$ cat src/rtl/muldiv_unit_if.sv
// Handshake and operand bundle between the execute stage and the
// iterative RV32M multiply/divide unit.
interface muldiv_unit_if #(
    parameter int DATA_WIDTH = 32
);
    logic                  start;
    logic [2:0]            Funct3;
    logic [DATA_WIDTH-1:0] SrcA;
    logic [DATA_WIDTH-1:0] SrcB;
    logic                  busy;
    logic                  done;
    logic [DATA_WIDTH-1:0] Result;

    modport master (
        output start, Funct3, SrcA, SrcB,
        input  busy, done, Result
    );

    modport slave (
        input  start, Funct3, SrcA, SrcB,
        output busy, done, Result
    );
endinterface

$ cat src/rtl/muldiv_unit.sv
// Iterative RV32M multiply/divide unit. Operands are reduced to magnitudes
// when latched, a 32-step unsigned shift-add or restoring-division core
// runs, and the sign is restored as the result is captured on entry to DONE.
// Divide-by-zero and signed overflow are resolved at latch time with no
// iterations.
module muldiv_unit #(
    parameter int DATA_WIDTH = 32
) (
    input  logic         clk,
    input  logic         reset,
    muldiv_unit_if.slave bus
);
    localparam int W = DATA_WIDTH;

    localparam logic [1:0] S_IDLE = 2'd0;
    localparam logic [1:0] S_MUL  = 2'd1;
    localparam logic [1:0] S_DIV  = 2'd2;
    localparam logic [1:0] S_DONE = 2'd3;

    localparam logic [W-1:0] MIN_NEG  = {1'b1, {(W-1){1'b0}}};
    localparam logic [W-1:0] ALL_ONES = {W{1'b1}};

    logic [1:0]     state;
    logic [4:0]     count;
    logic [2:0]     op;
    logic [W-1:0]   mag_a;
    logic [W-1:0]   mag_b;
    logic           neg_res;
    logic           neg_rem;
    logic [2*W-1:0] acc;
    logic [W:0]     rem;
    logic [W-1:0]   quo;
    logic [W-1:0]   result;

    // Operand decode for the request currently on the bus.
    logic [2:0]   f3;
    logic         a_signed;
    logic         b_signed;
    logic         sign_a;
    logic         sign_b;
    logic [W-1:0] mag_a_in;
    logic [W-1:0] mag_b_in;
    logic         div_zero;
    logic         div_ovf;
    logic         special;
    logic [W-1:0] special_result;

    assign f3       = bus.Funct3;
    assign a_signed = f3[2] ? ~f3[0] : (f3[1:0] != 2'b11);
    assign b_signed = f3[2] ? ~f3[0] : ~f3[1];
    assign sign_a   = a_signed & bus.SrcA[W-1];
    assign sign_b   = b_signed & bus.SrcB[W-1];
    assign mag_a_in = sign_a ? -bus.SrcA : bus.SrcA;
    assign mag_b_in = sign_b ? -bus.SrcB : bus.SrcB;

    assign div_zero = (bus.SrcB == '0);
    assign div_ovf  = ~f3[0] & (bus.SrcA == MIN_NEG) & (bus.SrcB == ALL_ONES);
    assign special  = f3[2] & (div_zero | div_ovf);
    assign special_result = div_zero ? (f3[1] ? bus.SrcA : ALL_ONES)
                                     : (f3[1] ? '0 : MIN_NEG);

    // One shift-add step: low half of acc holds the remaining multiplier bits.
    logic [W:0]     mul_sum;
    logic [2*W-1:0] acc_next;
    logic [2*W-1:0] prod_fixed;
    logic [W-1:0]   mul_result;

    assign mul_sum    = {1'b0, acc[2*W-1:W]} + (acc[0] ? {1'b0, mag_a} : '0);
    assign acc_next   = {mul_sum, acc[W-1:1]};
    assign prod_fixed = neg_res ? -acc_next : acc_next;
    assign mul_result = (op[1:0] == 2'b00) ? prod_fixed[W-1:0] : prod_fixed[2*W-1:W];

    // One restoring-division step: quo shifts dividend bits out and quotient bits in.
    logic [W:0]   shifted;
    logic [W+1:0] trial;
    logic         q_bit;
    logic [W:0]   rem_next;
    logic [W-1:0] quo_next;
    logic [W-1:0] quo_fixed;
    logic [W-1:0] rem_fixed;
    logic [W-1:0] div_result;

    assign shifted    = {rem[W-1:0], quo[W-1]};
    assign trial      = {rem, quo[W-1]} - {2'b00, mag_b};
    assign q_bit      = ~trial[W+1];
    assign rem_next   = q_bit ? trial[W:0] : shifted;
    assign quo_next   = {quo[W-2:0], q_bit};
    assign quo_fixed  = neg_res ? -quo_next : quo_next;
    assign rem_fixed  = neg_rem ? -rem_next[W-1:0] : rem_next[W-1:0];
    assign div_result = op[1] ? rem_fixed : quo_fixed;

    assign bus.busy   = (state == S_MUL) || (state == S_DIV);
    assign bus.done   = (state == S_DONE);
    assign bus.Result = result;

    // Sequencer and datapath registers: latch on start, iterate 32 steps, capture result.
    always_ff @(posedge clk or posedge reset) begin
        if (reset) begin
            state   <= S_IDLE;
            count   <= '0;
            op      <= '0;
            mag_a   <= '0;
            mag_b   <= '0;
            neg_res <= 1'b0;
            neg_rem <= 1'b0;
            acc     <= '0;
            rem     <= '0;
            quo     <= '0;
            result  <= '0;
        end else begin
            case (state)
                S_IDLE, S_DONE: begin
                    if (bus.start) begin
                        op      <= f3;
                        mag_a   <= mag_a_in;
                        mag_b   <= mag_b_in;
                        neg_res <= sign_a ^ sign_b;
                        neg_rem <= sign_a;
                        acc     <= {{W{1'b0}}, mag_b_in};
                        rem     <= '0;
                        quo     <= mag_a_in;
                        count   <= '0;
                        if (special) begin
                            state  <= S_DONE;
                            result <= special_result;
                        end else begin
                            state <= f3[2] ? S_DIV : S_MUL;
                        end
                    end else begin
                        state <= S_IDLE;
                    end
                end
                S_MUL: begin
                    acc   <= acc_next;
                    count <= count + 5'd1;
                    if (count == 5'd31) begin
                        state  <= S_DONE;
                        result <= mul_result;
                    end
                end
                S_DIV: begin
                    rem   <= rem_next;
                    quo   <= quo_next;
                    count <= count + 5'd1;
                    if (count == 5'd31) begin
                        state  <= S_DONE;
                        result <= div_result;
                    end
                end
                default: state <= S_IDLE;
            endcase
        end
    end
endmodule

$ cat src/flat_wrapper.sv
// flat-port wrapper written by rule: the top's interface ports become plain ports
module muldiv_unit_flat 
#(
    parameter int DATA_WIDTH = 32
)
  (clk, reset, bus_start, bus_Funct3, bus_SrcA, bus_SrcB, bus_busy, bus_done, bus_Result);
  muldiv_unit_if #(.DATA_WIDTH(DATA_WIDTH)) bus_i ();
  input  logic clk;
  input  logic reset;
  input wire logic [$bits(bus_i.start)-1:0] bus_start;
  input wire logic [$bits(bus_i.Funct3)-1:0] bus_Funct3;
  input wire logic [$bits(bus_i.SrcA)-1:0] bus_SrcA;
  input wire logic [$bits(bus_i.SrcB)-1:0] bus_SrcB;
  output wire logic [$bits(bus_i.busy)-1:0] bus_busy;
  output wire logic [$bits(bus_i.done)-1:0] bus_done;
  output wire logic [$bits(bus_i.Result)-1:0] bus_Result;
  assign bus_i.start = bus_start;
  assign bus_i.Funct3 = bus_Funct3;
  assign bus_i.SrcA = bus_SrcA;
  assign bus_i.SrcB = bus_SrcB;
  assign bus_busy = bus_i.busy;
  assign bus_done = bus_i.done;
  assign bus_Result = bus_i.Result;
  muldiv_unit #(.DATA_WIDTH(DATA_WIDTH)) u_core (.clk(clk), .reset(reset), .bus(bus_i));
endmodule
$ cat config.mk
export PLATFORM = sky130hd
export DESIGN_NAME = muldiv_unit_flat
export DESIGN_NICKNAME = d
export VERILOG_FILES = /design/src/rtl/muldiv_unit_if.sv /design/src/rtl/muldiv_unit.sv /design/src/flat_wrapper.sv
export SDC_FILE = /design/constraint.sdc
export NUM_CORES = 1
export LEC_CHECK = 0
export BUFFER_PORTS_ARGS = -buffer_cell sky130_fd_sc_hd__buf_4
export CAP_MARGIN = 10
export CORE_MARGIN = 2
export CORE_UTILIZATION = 48
export DETAILED_ROUTE_END_ITERATION = 10
export PLACE_DENSITY = 0.65
export SETUP_SLACK_MARGIN = 0.5
export SYNTH_ARGS = -nofsm -noshare
export SYNTH_HDL_FRONTEND = slang
export SYNTH_SLANG_ARGS = --single-unit
$ cat constraint.sdc
create_clock -name clk -period 9.4 [get_ports clk]
set_clock_uncertainty 0.05 [all_clocks]
set_input_delay 1.88 -clock clk [delete_from_list [all_inputs] [get_ports clk]]
set_output_delay 1.88 -clock clk [all_outputs]
set_load 0.01 [all_outputs]
==> run metrics, run 1 <==
unrepaired setup endpoints after global routing=false; max-cap viol count=0; crit path kind=register to register; share of the synthesized area in the top cell type=30.0%; ANT cells=0; initial antenna violation count=1; clock tree from TritonCTS=done; final antenna-violating net count=0; Leak=9.46 nW; pre-CTS setup slack=3.40 ns; Detailed Route WL=75.0 mm; vias post-DR=19700; Mapped Nets=2613; global-route wire length before repair=113 mm; Synth Cell Area=0.0197 sq mm; CTS resizes=0; FP Rows=74; Syn Inst Count=2466; area leader, netlist=dfrtp_1; Post-DP Area=0.0208 sq mm; Hold Crit Class=register to register; CTS Hold Bufs=0; io pins=104; GRT Total Usage=34.9%; largest net degree at the start of global routing=125; #FFs+latches synth=236; design area=0.0219 sq mm; DP HPWL=57.7 mm; # DRC=0; final setup fails=0; worst path cell trace=ha_1, and4_1, nand3_1, a211oi_1, or3_1, a21oi_1, xnor2_2, buf_4, inv_2, mux2i_1, ha_1, inv_1, or3_1, nor3_1, nor2_1, nor4_1, mux2i_1, o211ai_1; Critical Path RT=9.82 ns; final setup TNS=0 ns; First-pass DRT Iterations=6; Reg clk slew, reported paths=0.06 ns; final setup margin=3.28 ns; Root Driver=clkbuf_16; clock tree buffer depth=3; Tcrit/Tclk final=65.1%; Fin. Hold Viols=0; Peak VDD IR=210 uV; mean number of vias per cell=6.47; chip height=207 um; Critical Path Start Type=register; placed cell count=2978; post-CTS setup buffers=0; Initial DRC Count=1845; layout net count=2626; worst hold endpoint=u_core.mag_a[21]$_DFFE_PP0P_; placer congestion estimate=0.969; Min Hold Slack=0.426 ns; port buffer count=103; CP max stage delay=0.59 ns; async set-reset flop share out of synthesis=100%; total of warnings raised by yosys=0; total grt overflow=0; Worst-Skew Late Latency=0.61 ns; status=completed; Layout Cells excl Fill=3036; Pins Over Slew Limit=0; HP Start=u_core.mag_a[21]$_DFFE_PP0P_; Max Clk Rate=163 MHz; CTS Buf Count=31; core box area=0.0406 sq mm; Final min period=6.12 ns; reg2reg end=u_core.bus.Result[30]$_DFFE_PP0P_; top post-synthesis cells by area=dfrtp_1 30%, o21ai_0 6.7%, nand2_1 5.7%, xnor2_1 4.9%, ha_1 4.8%; WP data arrival=6.55 ns; syn avg cell area=7.99 sq um; reg-to-reg startpoint=u_core.rem[14]$_DFFE_PP0P_; flop2flop setup slack=3.28 ns; Reg2Reg Depth=18; die area=0.0427 sq mm; Sink Count=236; Netlist cell types=86; fraction of layout cells with a size suffix above 1=9.70%; total power=9.87 mW; Critical-path top delay cell=nor3_1; Post-synth EDFFs=0; Critical Path End Type=register; slew margin rel.=20.0%; post-route core utilization=53.9%; Initial Util=48.5%; CP max FO=38; hold depth=2; P&R area growth vs syn=11.1%; Die Width=207 um; routed len/inst=24.7 um; ys flop type=dfrtp_1; sequential area share after synthesis=30.0%; vias in the first global route=18300; Worst-Margin Slew=1.20 ns; Pwr per Cell Area=450 mW/mm^2; H-tree Lvls=1
[kinds of logic (layout without fill, tap and decap cells)]
kind of cell / after synthesis / after routing / synth area share [%]
buffers and inverters: 212 / 250 / 4.09
AOI/OAI and AO/OA: 854 / 854 / 28.6
DFF: 236 / 236 / 30.0
muxes: 55 / 55 / 2.84
xor gates and xnor gates: 212 / 212 / 9.42
and+or+nand+nor: 820 / 820 / 20.2
adders and majority gates: 77 / 77 / 4.96
[worst max-delay path: cells and delay by family, from the launching register on]
family	cells	cell delay (ns)
mux	2	0.53
flops	1	0.44
compound gates	3	0.81
buf+inv	3	0.82
xor+xnor	1	0.15
fa+ha+maj	2	0.77
simple gates	7	2.40
[placed cells by master (no fill, tap or decap), drive strengths merged, types with 13 or more instances in the layout]
cell type and instances:
nand2 300, o21ai 272, dfrtp 236, nor2 182
a21oi 135, buf 125, xnor2 111, xor2 101
a21o 79, ha 75, a211oi 73, inv 69
o31ai 62, and2 58, mux2i 48, nor3 47
clkbuf 38, nand3 37, o211ai 34, nor4 31
nand4 28, or3 26, nand2b 23, o41ai 23
o21a 22, or2 22, a22o 21, a31oi 19
or4 15, a221oi 13
[worst max-delay path by stage]
| stage | startpoint | end | slack (ns) |
|---|---|---|---|
| 6_report | u_core.rem[14]$_DFFE_PP0P_ | u_core.bus.Result[30]$_DFFE_PP0P_ | 3.28 |
| 4_1_cts | u_core.rem[5]$_DFFE_PP0P_ | u_core.bus.Result[30]$_DFFE_PP0P_ | 3.40 |
| 3_3_place_gp | bus_SrcB[0] | u_core.bus.Result[23]$_DFFE_PP0P_ | 3.44 |
| 3_5_place_dp | bus_SrcB[0] | u_core.bus.Result[23]$_DFFE_PP0P_ | 3.40 |
| 2_1_floorplan | reset | u_core.acc[0]$_DFFE_PP0P_ | 1.0 |
| 5_1_grt | u_core.rem[13]$_DFFE_PP0P_ | u_core.bus.Result[30]$_DFFE_PP0P_ | 2.91 |
[where the power goes]
group / internal, mW / switching [mW] / total (mW)
registers: 1.48 / 0.537 / 2.02
clock network: 0.756 / 0.525 / 1.28
logic: 2.27 / 4.30 / 6.57
total: 4.50 / 5.36 / 9.87
[synthesized netlist by cell type, types with 48 or more instances]
| cell | n |
|---|---|
| ha_1 | 75 |
| xor2_1 | 101 |
| nor2_1 | 182 |
| a21o_1 | 79 |
| o31ai_1 | 60 |
| xnor2_1 | 111 |
| and2_1 | 58 |
| clkbuf_1 | 128 |
| a211oi_1 | 73 |
| dfrtp_1 | 236 |
| a21oi_1 | 134 |
| inv_1 | 64 |
| nand2_1 | 300 |
| mux2i_1 | 48 |
| o21ai_0 | 263 |
[registers in the layout (all words and copies together) (netlist names)]
signal             flops
u_core.acc            64
u_core.bus.Result     32
u_core.count           5
u_core.mag_a          32
u_core.mag_b          32
u_core.neg_rem         1
u_core.neg_res         1
u_core.op              2
u_core.quo            32
u_core.rem            33
u_core.state           2
[cell type report]
class | count | area, sq um
clock buffers | 38 | 852
clock inverters | 20 | 231
fillers | 3930 | 18700
inverters | 67 | 259
multi-input cells | 2018 | 13000
flip-flops and latches | 236 | 5910
well taps | 532 | 666
repair buffers | 125 | 951
[per-layer routing]
metal	vias to the layer above	track usage (%)	routed length, um
li1	9075	-	-
met1	9482	48.2	32100
met2	919	53.8	32600
met3	175	4.80	6060
met4	0	17.3	4290
met5	-	0	0
(Power assumes the default switching activity.)
==> run 2, diff against run 1 <==
==> constraint.sdc (replaced) <==
create_clock -name clk -period 6.07 [get_ports clk]
set_clock_uncertainty 0.05 [all_clocks]
set_input_delay 1.214 -clock clk [delete_from_list [all_inputs] [get_ports clk]]
set_output_delay 1.214 -clock clk [all_outputs]
set_load 0.01 [all_outputs]
==> run metrics, run 2 (synthesized netlist as in run 1, its figures left out) <==
fraction of layout cells with a size suffix above 1=10.1%; Worst-Skew Late Latency=0.59 ns; io pins=104; Critical Path RT=6.47 ns; chip height=207 um; clock tree from TritonCTS=done; WP data arrival=5.70 ns; Fin. Hold Viols=0; largest net degree at the start of global routing=135; Tcrit/Tclk final=87.4%; CTS Hold Bufs=0; ANT cells=0; status=completed; Root Driver=clkbuf_16; routed len/inst=24.8 um; most common cell type on the critical path=o211ai_1; CP max stage delay=0.71 ns; total grt overflow=0; Detailed Route WL=75.3 mm; clock tree buffer depth=3; FP Rows=74; initial antenna violation count=1; Crit path max-delay family=compound AO/OA/AOI/OAI gates; Critical-path top delay cell=or4b_2; slew margin rel.=20.7%; final antenna-violating net count=0; final setup fails=0; Peak VDD IR=299 uV; vias post-DR=20000; vias in the first global route=18500; CP max FO=33; Layout Cells excl Fill=3038; Die Width=207 um; Largest regs=u_core.acc: 64 flops, u_core.rem: 33 flops; H-tree Lvls=1; global-route wire length before repair=113 mm; unrepaired setup endpoints after global routing=false; Pins Over Slew Limit=0; placer congestion estimate=0.992; die area=0.0427 sq mm; worst path cell trace=and2_1, ha_1, fa_1, a211oi_1, o211ai_1, and4_1, nor2_1, a21o_1, mux2i_1, or4b_2, o41ai_2, xnor2_1, a221oi_2, o211ai_1; Max Clk Rate=189 MHz; Largest Register=u_core.acc; # DRC=0; Initial DRC Count=1987; layout net count=2629; P&R area growth vs syn=11.7%; mean number of vias per cell=6.57; crit path kind=register to register; Final min period=5.30 ns; WP buf/inv=0; Leak=9.50 nW; GRT Total Usage=35.0%; port buffer count=103; Min Hold Slack=0.426 ns; Worst-Margin Slew=1.19 ns; Initial Util=48.5%; post-CTS setup buffers=0; final setup TNS=0 ns; First-pass DRT Iterations=6; Pwr per Cell Area=701 mW/mm^2; most common cell after layout, fill and taps aside=nand2_1; Sink Count=236; core box area=0.0406 sq mm; placed cell count=2982; Reg clk slew, reported paths=0.06 ns; commonest cells after routing, fill and taps aside=299 x nand2_1, 263 x o21ai_0, 234 x dfrtp_1, 180 x nor2_1, 132 x a21oi_1; max-cap viol count=0; Largest register FFs=64; CTS Buf Count=30; Critical Path End Type=register; Critical Path Start Type=register; Hold Crit Class=register to register; DP HPWL=57.5 mm
==> run 2: cell count changes in the layout (fill, tap and decap cells not counted), sizes merged <==
cell / delta
inv: -4
buf: +4
clkinv: +1
bufinv: +2
clkinvlp: -1
==> run 2: timing repair <==
| item | CTS | global route |
|---|---|---|
| pin swaps | 0 | 0 |
| hold endpoints to repair | 0 | 0 |
| gates resized for setup | 1 | 9 |
| endpoints found under the setup margin | 1 | 14 |
==> run 2: worst paths after layout <==
path / slack [ns] / to / start / cells after the start
max reg2reg: 0.77 / u_core.bus.Result[30]$_DFFE_PP0P_ / u_core.acc[0]$_DFFE_PP0P_ / 14
max in group asynchronous: 4.14 / u_core.neg_res$_DFFE_PP0P_ / reset / 3
min in group asynchronous: 0.63 / u_core.mag_a[26]$_DFFE_PP0P_ / reset / 2
max: 0.77 / u_core.bus.Result[30]$_DFFE_PP0P_ / u_core.acc[0]$_DFFE_PP0P_ / 14
min reg2reg: 0.43 / u_core.mag_b[13]$_DFFE_PP0P_ / u_core.mag_b[13]$_DFFE_PP0P_ / 2
min: 0.43 / u_core.mag_b[13]$_DFFE_PP0P_ / u_core.mag_b[13]$_DFFE_PP0P_ / 2
==> run 2: layer usage <==
layer	track usage (%)	share of wire [%]	vias to the layer above
met2	53.5	44	1011
met4	16.5	5.3	0
met3	5.49	8.6	178
met5	0	0	-
li1	-	-	9083
met1	48.4	43	9697
==> run 2: worst min-delay path, cell delays in order, from the launching register on <==
cell	delay [ns]
dfrtp_1	0.34
nand2_1	0.04
o21ai_0	0.06
==> run 2: report_power, final <==
group / internal [mW] / switching (mW) / leakage (nW)
registers: 2.29 / 0.892 / 3.00
clock network: 1.26 / 0.789 / 0.547
logic: 3.54 / 6.66 / 5.96
==> run 2: cell type report <==
cell class,count,area (sq um)
fillers,3832,18600
multi-input cells,2018,13100
flip-flops and latches,236,5910
repair buffers,129,985
clock buffers,38,862
well taps,532,666
clock inverters,18,259
inverters,67,255
==> run 2: through the flow <==
stage / area [sq um] / util, % / power (mW) / setup slack (ns)
after floorplan: 19700 / - / 9.87 / 1.07
after global placement: 20800 / 51.3 / 12.8 / 0.660
after detailed placement: 20800 / 51.3 / 13.0 / 0.479
after CTS: 22000 / 54.1 / 15.1 / 0.589
after global routing: 22000 / 54.2 / 16.4 / 0.543
final: 22000 / 54.2 / 15.4 / 0.767
